`src/rtl/text_console_writer.sv`:
```
// Write-side controller for the 80x60 text character RAM: byte stream in, cursor-addressed RAM writes out.
// Optional macro TEXT_CONSOLE_ROW_CLEAR_EN blanks each destination row on every row advance.
module text_console_writer #(
    parameter int         COLS   = 80,
    parameter int         ROWS   = 60,
    parameter int         ADDR_W = 13,
    parameter logic [6:0] BLANK  = 7'd32
) (
    input  logic              clk,
    input  logic              rst,
    input  logic              in_valid,
    input  logic [7:0]        in_data,
    output logic              in_ready,
    output logic [ADDR_W-1:0] ram_addr,
    output logic              ram_wr_en,
    output logic [6:0]        ram_data,
    output logic [6:0]        cursor_col,
    output logic [5:0]        cursor_row,
    output logic              busy
);

    localparam logic [1:0] INIT_CLR = 2'd0;
    localparam logic [1:0] IDLE     = 2'd1;
    localparam logic [1:0] FULL_CLR = 2'd2;
`ifdef TEXT_CONSOLE_ROW_CLEAR_EN
    localparam logic [1:0] ROW_CLR  = 2'd3;
    localparam logic [ADDR_W-1:0] ROW_CLR_LAST = ADDR_W'(COLS - 1);
`endif

    localparam logic [ADDR_W-1:0] CLR_END  = ADDR_W'(COLS * ROWS);
    localparam logic [ADDR_W-1:0] COLS_A   = ADDR_W'(COLS);
    localparam logic [ADDR_W-1:0] ADDR_ONE = {{(ADDR_W-1){1'b0}}, 1'b1};
    localparam logic [6:0]        COL_LAST = 7'(COLS - 1);
    localparam logic [5:0]        ROW_LAST = 6'(ROWS - 1);

    logic [1:0]        state_q,     state_d;
    logic [ADDR_W-1:0] clr_cnt_q,   clr_cnt_d;
    logic [6:0]        col_q,       col_d;
    logic [5:0]        row_q,       row_d;
    logic [ADDR_W-1:0] row_base_q,  row_base_d;
    logic [ADDR_W-1:0] ram_addr_q,  ram_addr_d;
    logic              ram_wr_en_q, ram_wr_en_d;
    logic [6:0]        ram_data_q,  ram_data_d;

    logic              is_print_s;
    logic [ADDR_W-1:0] wr_addr_s;
    logic [5:0]        next_row_s;
    logic [ADDR_W-1:0] next_base_s;

    // row_base tracks row*COLS so the cursor address needs only an adder
    assign is_print_s  = (in_data >= 8'h20) && (in_data <= 8'h7E);
    assign wr_addr_s   = row_base_q + ADDR_W'(col_q);
    assign next_row_s  = (row_q == ROW_LAST) ? 6'd0 : (row_q + 6'd1);
    assign next_base_s = (row_q == ROW_LAST) ? {ADDR_W{1'b0}} : (row_base_q + COLS_A);

    // Next-state, cursor and RAM write-port computation
    always_comb begin
        state_d     = state_q;
        clr_cnt_d   = clr_cnt_q;
        col_d       = col_q;
        row_d       = row_q;
        row_base_d  = row_base_q;
        ram_addr_d  = ram_addr_q;
        ram_wr_en_d = 1'b0;
        ram_data_d  = ram_data_q;
        case (state_q)
            INIT_CLR, FULL_CLR: begin
                // counter reaching the screen size marks the cycle after the last write
                if (clr_cnt_q == CLR_END) begin
                    state_d   = IDLE;
                    clr_cnt_d = {ADDR_W{1'b0}};
                end else begin
                    ram_wr_en_d = 1'b1;
                    ram_addr_d  = clr_cnt_q;
                    ram_data_d  = BLANK;
                    clr_cnt_d   = clr_cnt_q + ADDR_ONE;
                end
            end
            IDLE: begin
                if (in_valid) begin
                    if (is_print_s) begin
                        ram_wr_en_d = 1'b1;
                        ram_addr_d  = wr_addr_s;
                        ram_data_d  = in_data[6:0];
                        if (col_q == COL_LAST) begin
                            col_d      = 7'd0;
                            row_d      = next_row_s;
                            row_base_d = next_base_s;
`ifdef TEXT_CONSOLE_ROW_CLEAR_EN
                            state_d    = ROW_CLR;
                            clr_cnt_d  = {ADDR_W{1'b0}};
`endif
                        end else begin
                            col_d = col_q + 7'd1;
                        end
                    end else begin
                        case (in_data)
                            8'h0D: col_d = 7'd0;
                            8'h0A: begin
                                col_d      = 7'd0;
                                row_d      = next_row_s;
                                row_base_d = next_base_s;
`ifdef TEXT_CONSOLE_ROW_CLEAR_EN
                                state_d    = ROW_CLR;
                                clr_cnt_d  = {ADDR_W{1'b0}};
`endif
                            end
                            8'h08: begin
                                if (col_q != 7'd0) begin
                                    col_d       = col_q - 7'd1;
                                    ram_wr_en_d = 1'b1;
                                    ram_addr_d  = wr_addr_s - ADDR_ONE;
                                    ram_data_d  = BLANK;
                                end else begin
                                    col_d = col_q;
                                end
                            end
                            8'h0C: begin
                                // address 0 goes out with the FF itself so the clear spans exactly COLS*ROWS cycles
                                state_d     = FULL_CLR;
                                col_d       = 7'd0;
                                row_d       = 6'd0;
                                row_base_d  = {ADDR_W{1'b0}};
                                ram_wr_en_d = 1'b1;
                                ram_addr_d  = {ADDR_W{1'b0}};
                                ram_data_d  = BLANK;
                                clr_cnt_d   = ADDR_ONE;
                            end
                            default: col_d = col_q;
                        endcase
                    end
                end else begin
                    col_d = col_q;
                end
            end
`ifdef TEXT_CONSOLE_ROW_CLEAR_EN
            ROW_CLR: begin
                ram_wr_en_d = 1'b1;
                ram_addr_d  = row_base_q + clr_cnt_q;
                ram_data_d  = BLANK;
                if (clr_cnt_q == ROW_CLR_LAST) begin
                    state_d   = IDLE;
                    clr_cnt_d = {ADDR_W{1'b0}};
                end else begin
                    clr_cnt_d = clr_cnt_q + ADDR_ONE;
                end
            end
`endif
            default: begin
                state_d   = INIT_CLR;
                clr_cnt_d = {ADDR_W{1'b0}};
            end
        endcase
    end

    // State and output registers with synchronous reset
    always_ff @(posedge clk) begin
        if (rst) begin
            state_q     <= INIT_CLR;
            clr_cnt_q   <= {ADDR_W{1'b0}};
            col_q       <= 7'd0;
            row_q       <= 6'd0;
            row_base_q  <= {ADDR_W{1'b0}};
            ram_addr_q  <= {ADDR_W{1'b0}};
            ram_wr_en_q <= 1'b0;
            ram_data_q  <= 7'd0;
        end else begin
            state_q     <= state_d;
            clr_cnt_q   <= clr_cnt_d;
            col_q       <= col_d;
            row_q       <= row_d;
            row_base_q  <= row_base_d;
            ram_addr_q  <= ram_addr_d;
            ram_wr_en_q <= ram_wr_en_d;
            ram_data_q  <= ram_data_d;
        end
    end

    assign in_ready   = (state_q == IDLE);
    assign busy       = (state_q != IDLE);
    assign ram_addr   = ram_addr_q;
    assign ram_wr_en  = ram_wr_en_q;
    assign ram_data   = ram_data_q;
    assign cursor_col = col_q;
    assign cursor_row = row_q;

endmodule

```
`config.mk`:
```
export PLATFORM = sky130hd
export DESIGN_NAME = text_console_writer
export DESIGN_NICKNAME = d
export VERILOG_FILES = /design/src/rtl/text_console_writer.sv
export SDC_FILE = /design/constraint.sdc
export NUM_CORES = 1
export LEC_CHECK = 0
export CAP_MARGIN = 20
export CORE_MARGIN = 2
export CORE_UTILIZATION = 35
export DETAILED_ROUTE_END_ITERATION = 7
export DONT_BUFFER_PORTS = 1
export GPL_ROUTABILITY_DRIVEN = 1
export SETUP_SLACK_MARGIN = 0.3
export SLEW_MARGIN = 30
export SYNTH_ARGS = -nofsm -noshare
export SYNTH_HDL_FRONTEND = slang
export SYNTH_SLANG_ARGS = --single-unit
```
`constraint.sdc`:
```
create_clock -name clk -period 3.8 [get_ports clk]
set_input_delay 0.57 -clock clk [delete_from_list [all_inputs] [get_ports clk]]
set_output_delay 0.57 -clock clk [all_outputs]
set_load 0.02 [all_outputs]
```
After elaboration in Yosys (flattened, before gate mapping)
Index checks and enable logic that the tools add are counted.
W data, S select, Z words.
Storage, ports and cells
  output and inout bits: 36
  word-level logic and storage cells: 89
  input bits: 11
  register bits after elaboration: 62
Operators by class
  muxes and demuxes: 40
  add/sub/neg operators: 7
  equality and inequality tests: 19
  reductions and logical operators: 13
  magnitude comparators: 2
Operator list (number)
  $mux W13: 11
  $pmux W13 S2: 4
  $mux W7: 7
  $pmux W7 S2: 3
  $eq A8 B4 Y1 const B: 4
  $mux W6: 3
  $add A13 B1 Y13 const B: 1
  $add A13 B7 Y13: 1
  $add A13 B7 Y13 const B: 1
  $eq A13 B13 Y1 const B: 1
  $sub A13 B1 Y13 const B: 1
  $pmux W6 S2: 1
  $reduce_and A4 Y1: 3
  $ge A8 B6 Y1 const B: 1
  $le A8 B7 Y1 const B: 1
  $mux W2: 4
  $ne A2 B2 Y1 const B: 4
  $add A7 B1 Y7 const B: 1
  $eq A7 B7 Y1 const B: 1
  $reduce_bool A7 Y1: 1
  $sub A7 B1 Y7 const B: 1
  $add A6 B1 Y6 const B: 1
  $eq A6 B6 Y1 const B: 1
  $ne A2 B1 Y1 const B: 3
  other kinds (16): 21

Depth between registers and ports, before layout
  word-level depth: 7
  mapped depth: 10
  mapped depth without buffers: 9

Least setup slack after synthesis
Ideal clock, no wire load.
  path type: reg-to-reg
  from: register col_q[0] (netlist: cursor_col[0])
  to: register ram_addr_q[8] (netlist: ram_addr[8])
  arrival: 2.792 ns
  data required time: 3.713 ns
  buffers on the path: 0
  clock period less this slack: 2.879 ns
  slack: 0.921 ns
  stages on the path, launching flop included: 10
  setup time: 0.087 ns
  cell sequence: dfxtp_1 ha_1 fa_1 a21o_1 a221oi_1 xnor2_1 nor4_1 mux2_2 and3_1 o31ai_1
On the way
  longest elaborated chain between the ends: 7
  elaborated cells on any way between the ends: 10
  classes of those cells: add/sub (2); eq/ne (1); mux (5); reduce/logical (2)
Ends and longest elaborated chain
  start: declaration: RTL line 38  | logic [6:0] col_q, col_d;
  start signal: assignment: RTL line 170  | col_q <= col_d;
  $add A13 B7 Y13: RTL line 52  | assign wr_addr_s = row_base_q + ADDR_W'(col_q);
  $sub A13 B1 Y13: RTL line 112  | ram_addr_d = wr_addr_s - ADDR_ONE;
  $mux W13: RTL line 109  | if (col_q != 7'd0) begin
  $pmux W13 S2: RTL line 97  | case (in_data)
  $mux W13: RTL line 81  | if (is_print_s) begin
  $mux W13: RTL line 80  | if (in_valid) begin
  $pmux W13 S2: RTL line 66  | case (state_q)
  end signal: assignment: RTL line 164  | ram_addr_q <= {ADDR_W{1'b0}};
  end signal: assignment: RTL line 173  | ram_addr_q <= ram_addr_d;
  end: declaration: RTL line 41  | logic [ADDR_W-1:0] ram_addr_q, ram_addr_d;
Parallel ways exist; a longest one is shown, timed or not. The select of a mux whose other input is x is not followed.
A chain may end at the register's enable or synchronous reset.

Worst setup path in the final report
Same ends and word-level chain as after synthesis.

==> impl_metrics.tcl <==
set metrics [dict create \
    slew_viol_final 0 \
    clkTransAtPathRegs_ps 80 \
    postCtsResizedCells 0 \
    critPathKind "reg -> reg" \
    num_vias 3425 \
    grt.total_usage 0.169 \
    r2r_cells 9 \
    synth_area_mm2 0.00373 \
    dieHeight_um 107 \
    ir_drop_mv 0.175 \
    synth_adder_area_share 0.0524 \
    num-fill-cells 1075 \
    hp-class "in -> reg" \
    synth-seq-area-share 0.333 \
    grt_pass1_wl_um 15500 \
    postCtsSetupRepairBufs 0 \
    fp.dieW_um 107 \
    synthXorXnorAreaFrac 0.0775 \
    yosysMostFrequentCell "dfxtp_1" \
    max-slew-margin-rel 0.445 \
    max_freq_mhz 321 \
    synth_compound_area_frac 0.252 \
    rsz0062_at_grt "no" \
    min_period_ps 3120 \
    core_area_mm2 0.0103 \
    min_period_over_period 0.820 \
    firstDrtPassIters 5 \
    crit_arrival_ps 3380 \
    synth_edf_count 0 \
    drive_above_1_share 0.0797 \
    n_antenna_cell 0 \
    synth_top_family_by_area "compound AO/OA/AOI/OAI gates" \
    ctsHoldBuffers 0 \
    area_growth_pct 7.92 \
    start_util 0.361 \
    place_worst_setup_slack_ps 670 \
    placed_cells 584 \
    num-nets-final 485 \
    tightest_slew_ps 831 \
    floorplan.rows 37 \
    die-area_mm2 0.0115 \
    io_buffers 0 \
    synth_nets 492 \
    clk_latency_ps 340 \
    place_hpwl_um 6770 \
    synth.top_cell.area_share 0.333 \
    drtIter0Drc 148 \
    fin_ws_ps 683 \
    drc 0 \
    hold_violations 0 \
    startpoint_type "flop" \
    grt_max_degree 38 \
    p_leak_uw 0.00145 \
    synth_top_area_cell "dfxtp_1" \
    cts_root_buf "clkbuf_8" \
    cts_buffer_depth 2 \
    cp-end-kind "flop" \
    synth.area.top_cells "dfxtp_1 (33%), a21oi_1 (6.0%), nor2_1 (5.4%)" \
    setup_tns_ps 0 \
    drtAntennaViolNets 0 \
    syn_inst 466 \
    yosys_warnings 0 \
    power_density_mw_per_mm2 310 \
    crit_required_ps 4070 \
    ys_top_cells_by_count "dfxtp_1 (62), nor2_1 (54), a21oi_1 (45)" \
    setup_violations 0 \
    cts_made_buffers 9 \
    totalWireLength_um 9360 \
    cts_max_level 3 \
    finalClockSkew_ps 8.77 \
    synth_cell_type_count 62 \
    synth_ff_type "dfxtp_1" \
    ys_seq_elements 62 \
    cp_max_fo 7 \
    synthSimpleGateAreaFrac 0.239 \
    antenna_found_initial 0 \
    synthMuxAreaShare 0.00302 \
    status "finished, final reports clean" \
    place_congestion 0.863 \
    clock-sinks 62 \
    stdcell_count 600 \
    cts_tree "yes" \
    max_cap_viol_count 0 \
    io_pins 47 \
    avgSynthCellArea_um2 8.00 \
    viasPerCell 5.71 \
    hold-path-cell-count 1 \
    async_flop_share 0 \
    overflow 0 \
    grt_pass1_vias 3138 \
    wire_per_inst_um 15.6 \
]
==> critical path: stages, from the launching register on <==
cell and delay [ps]:
dfxtp_1 430, ha_1 290, fa_1 430, a21o_1 230
a221oi_1 400, xnor2_1 180, nor4_1 320, mux2_2 390
and3_1 180, o31ai_1 200
==> where the power goes <==
| part | switching [µW] | leakage [µW] | total [µW] | internal, µW |
|---|---|---|---|---|
| Clock | 279 | 0.0000894 | 516 | 237 |
| Sequential | 8.24 | 0.000501 | 663 | 655 |
| Combinational | 39.9 | 0.000858 | 65.8 | 25.8 |
==> stage by stage <==
stage | util | area [µm²] | hold WS, ps | power (µW)
after floorplan | - | 3730 | 412 | 739
after global placement | 0.372 | 3840 | 423 | 742
after detailed placement | 0.373 | 3850 | 428 | 744
after CTS | 0.390 | 4020 | 269 | 1260
after global routing | 0.390 | 4020 | 261 | 1300
final | 0.390 | 4020 | 290 | 1250
==> flip-flops by register name, indices dropped and copies added (netlist names) <==
name and flops:
cursor_col 7, cursor_row 6, clr_cnt_q 13, ram_addr 13, state_q 2, row_base_q 13, ram_data 7, ram_wr_en 1
==> layout make-up <==
type,instances,area [µm²],area share
multi-input combinational,365,2340,0.583
sequential,62,1240,0.309
tap,136,170,0.0423
clock buffer,9,124,0.0308
inverter,17,63.8,0.0159
clock inverter,7,48.8,0.0121
timing repair buffer,4,30.0,0.00747
==> final timing paths <==
kind	start	to	slack (ps)
worst max-delay path	cursor_col[0]$_SDFFE_PP0P_	ram_addr[8]$_SDFFE_PP0P_	680
worst min-delay path	rst	row_base_q[11]$_SDFFE_PP0P_	290
worst max register to register	cursor_col[0]$_SDFFE_PP0P_	ram_addr[8]$_SDFFE_PP0P_	680
worst min register to register	row_base_q[3]$_SDFFE_PP0P_	row_base_q[3]$_SDFFE_PP0P_	430
==> cell families after synthesis <==
kind of cell | after synthesis
and+or+nand+nor | 178
AOI/OAI and AO/OA | 138
DFF | 62
buffers and inverters | 39
xor gates and xnor gates | 33
adders and majority gates | 15
muxes | 1
==> metal layers <==
metal,part of all wire,GRT usage,up-vias
met5,0,0,-
met4,0.010,0.0557,0
met3,0.078,0.0505,10
met2,0.47,0.268,114
met1,0.44,0.218,1603
li1,-,-,1698
==> placed cells by master, fill, tap and decap left out, types with 3 or more instances in the layout <==
master / Yosys / layout
a21o_1: 4 / 4
nand2_1: 40 / 40
o21ai_0: 22 / 22
dfxtp_1: 62 / 62
inv_1: 16 / 16
or3_1: 13 / 13
buf_4: 0 / 4
ha_1: 14 / 14
a211oi_1: 12 / 12
nor3_1: 17 / 17
clkbuf_8: 0 / 9
clkinv_2: 0 / 3
nand2b_1: 3 / 3
and3_1: 7 / 7
a21oi_1: 45 / 45
o21bai_1: 4 / 4
xor2_1: 17 / 17
o2bb2ai_1: 3 / 3
nand3_1: 21 / 21
nand4_1: 7 / 7
nor2_1: 54 / 54
a221oi_1: 5 / 5
o31ai_1: 5 / 5
o22ai_1: 3 / 3
xnor2_1: 16 / 16
o211ai_1: 5 / 5
Note: power is estimated with default switching activity, not from simulation.
